$ cat src/rtl/bit_serial_alu.sv
// Bit-serial AND/OR/ADD/SUB/SLT/NOR ALU: one bit per clk, LSB first; done pulses WIDTH cycles after accept.
// Backpressure: start is only taken while busy=0; requests during an op are dropped, not queued.
module bit_serial_alu #(
  parameter int WIDTH = 6
) (
  input  logic             clk,
  input  logic             reset,
  input  logic             start,
  input  logic [WIDTH-1:0] a,
  input  logic [WIDTH-1:0] b,
  input  logic [3:0]       ALUOp,
  input  logic             CarryIn,
  output logic             busy,
  output logic             done,
  output logic [WIDTH-1:0] Result,
  output logic             CarryOut,
  output logic             Overflow,
  output logic             Zero
);

  localparam int CW = (WIDTH > 1) ? $clog2(WIDTH) : 1;
  localparam logic [CW-1:0] LAST = CW'(WIDTH - 1);

  localparam logic [0:0] S_IDLE = 1'b0;
  localparam logic [0:0] S_RUN  = 1'b1;

  localparam logic [3:0] OP_AND = 4'b0000;
  localparam logic [3:0] OP_OR  = 4'b0001;
  localparam logic [3:0] OP_ADD = 4'b0010;
  localparam logic [3:0] OP_SUB = 4'b0110;
  localparam logic [3:0] OP_SLT = 4'b0111;
  localparam logic [3:0] OP_NOR = 4'b1100;

  logic [0:0]       r_state;
  logic [WIDTH-1:0] r_a_sh;
  logic [WIDTH-1:0] r_b_sh;
  logic [WIDTH-1:0] r_res_sh;
  logic [3:0]       r_op;
  logic             r_carry;
  logic [CW-1:0]    r_cnt;

  logic             w_ai, w_bi, w_binv, w_sum, w_cout, w_bit;
  logic             w_sub, w_ovf, w_slt;
  logic [WIDTH-1:0] w_res;
  logic [WIDTH-1:0] w_final;
  logic             w_final_co, w_final_ovf;

  assign busy = (r_state == S_RUN);

  always_comb begin
    w_ai   = r_a_sh[0];
    w_bi   = r_b_sh[0];
    w_sub  = (r_op == OP_SUB) || (r_op == OP_SLT);
    w_binv = w_sub ? ~w_bi : w_bi;
    w_sum  = w_ai ^ w_binv ^ r_carry;
    w_cout = (w_ai & w_binv) | (w_ai & r_carry) | (w_binv & r_carry);
    case (r_op)
      OP_AND:                 w_bit = w_ai & w_bi;
      OP_OR:                  w_bit = w_ai | w_bi;
      OP_NOR:                 w_bit = ~(w_ai | w_bi);
      OP_ADD, OP_SUB, OP_SLT: w_bit = w_sum;
      default:                w_bit = 1'b0;
    endcase
    w_res = {w_bit, r_res_sh[WIDTH-1:1]};
    // Only meaningful on the MSB step: r_carry is then the carry into the sign bit.
    w_ovf = r_carry ^ w_cout;
    w_slt = w_sum ^ w_ovf;
    w_final     = w_res;
    w_final_co  = 1'b0;
    w_final_ovf = 1'b0;
    if (r_op == OP_SLT) begin
      w_final = {{(WIDTH-1){1'b0}}, w_slt};
    end else if ((r_op == OP_ADD) || (r_op == OP_SUB)) begin
      w_final_co  = w_cout;
      w_final_ovf = w_ovf;
    end
  end

  always_ff @(posedge clk) begin
    if (reset) begin
      r_state  <= S_IDLE;
      r_a_sh   <= '0;
      r_b_sh   <= '0;
      r_res_sh <= '0;
      r_op     <= '0;
      r_carry  <= 1'b0;
      r_cnt    <= '0;
      done     <= 1'b0;
      Result   <= '0;
      CarryOut <= 1'b0;
      Overflow <= 1'b0;
      Zero     <= 1'b0;
    end else begin
      done <= 1'b0;
      case (r_state)
        S_IDLE: begin
          if (start) begin
            r_state  <= S_RUN;
            r_a_sh   <= a;
            r_b_sh   <= b;
            r_op     <= ALUOp;
            r_res_sh <= '0;
            r_cnt    <= '0;
            if (ALUOp == OP_ADD)
              r_carry <= CarryIn;
            else
              r_carry <= (ALUOp == OP_SUB) || (ALUOp == OP_SLT);
          end
        end
        default: begin
          r_res_sh <= w_res;
          r_carry  <= w_cout;
          r_a_sh   <= {1'b0, r_a_sh[WIDTH-1:1]};
          r_b_sh   <= {1'b0, r_b_sh[WIDTH-1:1]};
          r_cnt    <= r_cnt + 1'b1;
          if (r_cnt == LAST) begin
            r_state  <= S_IDLE;
            done     <= 1'b1;
            Result   <= w_final;
            CarryOut <= w_final_co;
            Overflow <= w_final_ovf;
            Zero     <= (w_final == '0);
          end
        end
      endcase
    end
  end

endmodule

$ cat config.mk
export PLATFORM = sky130hd
export DESIGN_NAME = bit_serial_alu
export DESIGN_NICKNAME = d
export VERILOG_FILES = /design/src/rtl/bit_serial_alu.sv
export SDC_FILE = /design/constraint.sdc
export NUM_CORES = 1
export LEC_CHECK = 0
export ABC_CLOCK_PERIOD_IN_PS = 2150
export BUFFER_PORTS_ARGS = -buffer_cell sky130_fd_sc_hd__buf_2
export CAP_MARGIN = 40
export CORE_MARGIN = 2
export CORE_UTILIZATION = 40
export CTS_BUF_LIST = sky130_fd_sc_hd__clkbuf_8
export DETAILED_ROUTE_END_ITERATION = 10
export GPL_TIMING_DRIVEN = 0
export PLACE_DENSITY = 0.68
export SLEW_MARGIN = 0
export SYNTH_ARGS = -nofsm -noshare
export SYNTH_HDL_FRONTEND = slang
export SYNTH_SLANG_ARGS = --single-unit
$ cat constraint.sdc
create_clock -name clk -period 2.15 [get_ports clk]
set_input_delay 0.1075 -clock clk [delete_from_list [all_inputs] [get_ports clk]]
set_output_delay 0.1075 -clock clk [all_outputs]
set_load 0.02 [all_outputs]
== Yosys cells after proc, flatten, opt, wreduce, memory -nomap -nowiden ==
Index checks and enable logic that the tools add are counted.
Widths: inputs -> output; s select.
Operators by class
  add/sub/neg operators: 1
  equal/unequal tests: 9
  mux-type cells: 22
  bitwise gates (word level): 14
  reductions and logical operators: 11
Operator list (number)
  $mux 5: 4
  $mux 6: 3
  $eq 4x3->1 const B: 4
  $mux 1: 12
  $eq 4x2->1 const B: 2
  $logic_not 6->1: 1
  $mux 3: 2
  $and 1x1->1: 4
  $eq 4x1->1 const B: 1
  $eq 4x4->1 const B: 1
  $logic_not 4->1: 1
  $pmux 1 s4: 1
  $reduce_and 2->1: 2
  $reduce_or 2->1: 2
  $xor 1x1->1: 4
  $add 3x1->3 const B: 1
  $eq 3x3->1 const B: 1
  $logic_or 1x1->1: 3
  $not 1->1: 3
  $or 1x1->1: 3
  $reduce_or 3->1: 1
  $reduce_bool 2->1: 1
Storage, ports and cells
  register bits after elaboration: 37
  output and inout port bits: 11
  word-level logic and storage cells: 71

== Logic depth before layout (Yosys ltp) ==
  depth in word-level cells: 10
  mapped depth: 8
  mapped depth without buffers: 8

== Worst setup path after synthesis ==
Ideal clock, no wire load.
  path type: register to register
  start: reg r_op[3]
  end: reg r_res_sh[5]
  arrival: 1726 ps
  required time: 2091 ps
  slack: 365 ps
  cell stages (with the launch flop): 7
  path buffers: 0
  clock period less this slack: 1785 ps
  path through: dfxtp_1 nand3b_1 xnor2_1 inv_1 fa_1 o311ai_2 a31o_1
On the way
  word-level cells in the longest chain between the ends: 7
  elaborated cells between the ends (all ways): 13
  classes of those cells: eq/ne (5); mux (3); bitwise (2); reduce/logical (3)
RTL lines
  from (decl): line 38  | logic [3:0] r_op;
  from (signal assigned): line 101  | r_op <= ALUOp;
  $eq 4x3->1: line 53, 57
  $logic_or 1x1->1: line 53  | w_sub = (r_op == OP_SUB) || (r_op == OP_SLT);
  $mux 1: line 54  | w_binv = w_sub ? ~w_bi : w_bi;
  $xor 1x1->1 (2 in series): line 55  | w_sum = w_ai ^ w_binv ^ r_carry;
  $pmux 1 s4 (*): line 57  | case (r_op)
  $mux 6 (*): line 95  | case (r_state)
  to (signal assigned): line 111  | r_res_sh <= w_res;
  to (decl): line 37  | logic [WIDTH-1:0] r_res_sh;
Mark *: on every way between the ends. The rest lies on a longest branch, timed or not.
A chain may end at the register's enable or synchronous reset.

== Final worst setup path ==
Ends and elaborated chain as after synthesis.

==> results_dict.tcl <==
set metrics [dict create \
    outcome "finished, final reports clean" \
    crit_required_ns 2.40 \
    ys_warn_count 0 \
    fmax_ghz 0.515 \
    synth_area_mm2 0.00167 \
    avgSynthCellArea_um2 9.06 \
    post_cts_resized 0 \
    p_sw_uw 354 \
    yosysTopAreaCellShare_pct 43.2 \
    sw_frac_of_total_pct 23.3 \
    cts_tree "done" \
    r2r_setup_slack_ns 0.21 \
    leakage_uw 0.000840 \
    critPathSlowestCell "fa_1" \
    start_util_pct 41.7 \
    n_antenna_cell 0 \
    vias 1357 \
    cts.path.max_buffers 2 \
    maxCapViolCount 0 \
    cp.arrival_ns 2.19 \
    worst_clock_skew_ns 0.00694 \
    synth_edf_count 0 \
    hold_ws_ns 0.0659 \
    wl_per_cell_um 13.4 \
    drive_gt1_share_pct 24.4 \
    cpPeakStageDelay_ns 0.44 \
    yosysSeqAreaShare_pct 43.2 \
    p_clk_share_pct 42.9 \
    hp-start "ALUOp[3]" \
    hold_violations 0 \
    dp_hpwl_um 2610 \
    setup-violations-final 0 \
    dieHeight_um 68.6 \
    grt_pass1_wl_um 5840 \
    post-route-min-period_ns 1.94 \
    synth_most_common_cell "nor2_1" \
    drc 0 \
    seqPwrFrac_pct 46.7 \
    viasPerCell 5.01 \
    area_growth_pct 20.0 \
    hold_path_end "r_op[3]" \
    dieArea_mm2 0.00470 \
    cp_top_family "compound AO/OA/AOI/OAI gates" \
    htree_levels 2 \
    slew_headroom_pct 63.4 \
    io-pin-count 31 \
    rsz0062_at_grt "no" \
    crit_chain "nand3b_1 -> xnor2_1 -> inv_1 -> fa_1 -> o311ai_2 -> a31o_1" \
    worstRegToRegCells 6 \
    vdd_ir_drop_max_mv 0.439 \
    grt_max_degree 12 \
    synth_cell_types 38 \
    antenna_found_initial 0 \
    intPower_uw 1170 \
    synth_area_leaders "dfxtp_1, mux2i_1, nor2_1" \
    fin_ws_ns 0.208 \
    grt.total_usage_pct 17.2 \
    path_class "register to register" \
    core_area_mm2 0.00400 \
    place_ws_ns 0.195 \
    crit_buf_inv 1 \
    ys.flop_type "dfxtp_1" \
    ant_nets 0 \
    regToRegStartpoint "r_op[3]" \
    wl_um 3620 \
    combPwrFrac_pct 10.3 \
    num-nets-final 244 \
    nFillCells 393 \
    cts_hold_buf 0 \
    rows 23 \
    critPathMaxFanout 6 \
    ys_seq_elements 36 \
    hold_path.class "input port to register" \
    drtIter0Drc 38 \
    maxSlewViolCount 0 \
    worst_pin_slew_ns 0.549 \
    power_density_mw_per_mm2 759 \
    die_x_um 68.6 \
    gr-total-overflow 0 \
    utilization_pct 50.0 \
    clkTransAtPathRegs_ns 0.07 \
    first_pass_iters 4 \
    gp_congestion 0.747 \
    synth_fp_nets 208 \
    clock-sinks 36 \
    post-cts-setup-buffer-count 0 \
    fin_setup_tns_ns 0 \
    ys_async_sr_fraction_pct 0 \
    r2r_end "r_res_sh[5]" \
    yosys-top-cells-count "nor2_1, dfxtp_1, a21oi_1" \
    min_period_over_period_pct 90.3 \
    syn-instance-count 184 \
    hold_path_depth 3 \
    grt_pass1_vias 1227 \
    synth_top_area_cell "dfxtp_1" \
    cts_buffers 5 \
    io_buffers 29 \
    end_kind "register" \
    cts.root.buffer_cell "clkbuf_8" \
    cp-start-kind "register" \
    worstSkewPairLatency_ns 0.30 \
]
==> worst max-delay path by stage <==
| stage | startpoint | endpoint | slack (ns) | depth (start not counted) |
|---|---|---|---|---|
| finish | r_op[3] | r_res_sh[5] | 0.21 | 6 |
| global route | r_op[3] | r_res_sh[5] | 0.09 | 6 |
| CTS | r_op[3] | r_res_sh[5] | 0.18 | 6 |
| detailed placement | r_op[3] | r_res_sh[5] | 0.19 | 6 |
| global placement | r_op[3] | r_res_sh[5] | 0.20 | 6 |
| floorplan | r_op[3] | r_res_sh[5] | 0.37 | 6 |
==> layout make-up <==
cell class                      count  area, um^2  area share, %
Buffer                             13        61.3           3.06
Clock buffer                        7        96.3           4.81
Clock inverter                      1        30.0           1.50
Inverter                            6        22.5           1.13
Multi-Input combinational cell    129         863           43.1
Sequential cell                    36         721           36.0
Tap cell                           50        62.6           3.13
Timing Repair Buffer               29         145           7.25
==> cells in the final DEF, fill, tap and decap left out, types with 3 or more instances in the layout <==
master,n
nand3b_1,3
nor3_1,6
nor3b_1,4
nor2b_1,4
buf_2,36
dfxtp_1,36
mux2i_1,18
inv_1,6
clkbuf_8,7
a22oi_1,4
a21oi_1,19
nor2_1,41
clkbuf_1,4
==> flip-flops by register name (all words and copies together), names as in the netlist <==
name	flops
CarryOut	1
Overflow	1
r_cnt	3
r_res_sh	5
busy	1
r_a_sh	6
done	1
r_op	4
Result	6
Zero	1
r_b_sh	6
r_carry	1
==> routing by layer <==
metal | vias to the layer above | wire length [um] | global-route usage [%]
li1 | 702 | - | -
met1 | 622 | 1760 | 22.7
met2 | 27 | 1630 | 25.8
met3 | 6 | 165 | 5.52
met4 | 0 | 67 | 6.75
met5 | - | 0 | 0
==> cell families (layout without fill, tap and decap cells) <==
| family | Yosys count | in the layout | synth area share (%) |
|---|---|---|---|
| buf+inv | 19 | 56 | 5.03 |
| simple gates | 72 | 72 | 22.6 |
| flops | 36 | 36 | 43.2 |
| fa+ha+maj | 5 | 5 | 4.58 |
| xor+xnor | 2 | 2 | 1.05 |
| compound gates | 32 | 32 | 12.8 |
| mux | 18 | 18 | 10.8 |
==> tightest hold or removal path, delay by kind of cell <==
family	cells	cell delay [ns]
buffers and inverters	1	0.09
AND/OR/NAND/NOR	1	0.07
multiplexers	1	0.06
==> power groups by stage <==
stage,sequential (uW),combinational (uW),clock [uW]
after detailed placement,726,157,0
after floorplan,721,113,0
after global placement,725,156,0
after global routing,713,176,692
final,711,157,653
after CTS,710,158,666
==> metrics by stage <==
step	cell area, um^2	total power (uW)	instances
3_5_place_dp	1880	883	263
6_report	2000	1520	271
5_1_grt	2000	1580	271
3_3_place_gp	1880	881	263
4_1_cts	2000	1530	271
2_1_floorplan	1670	834	184
Note: power is estimated with default switching activity, not from simulation.
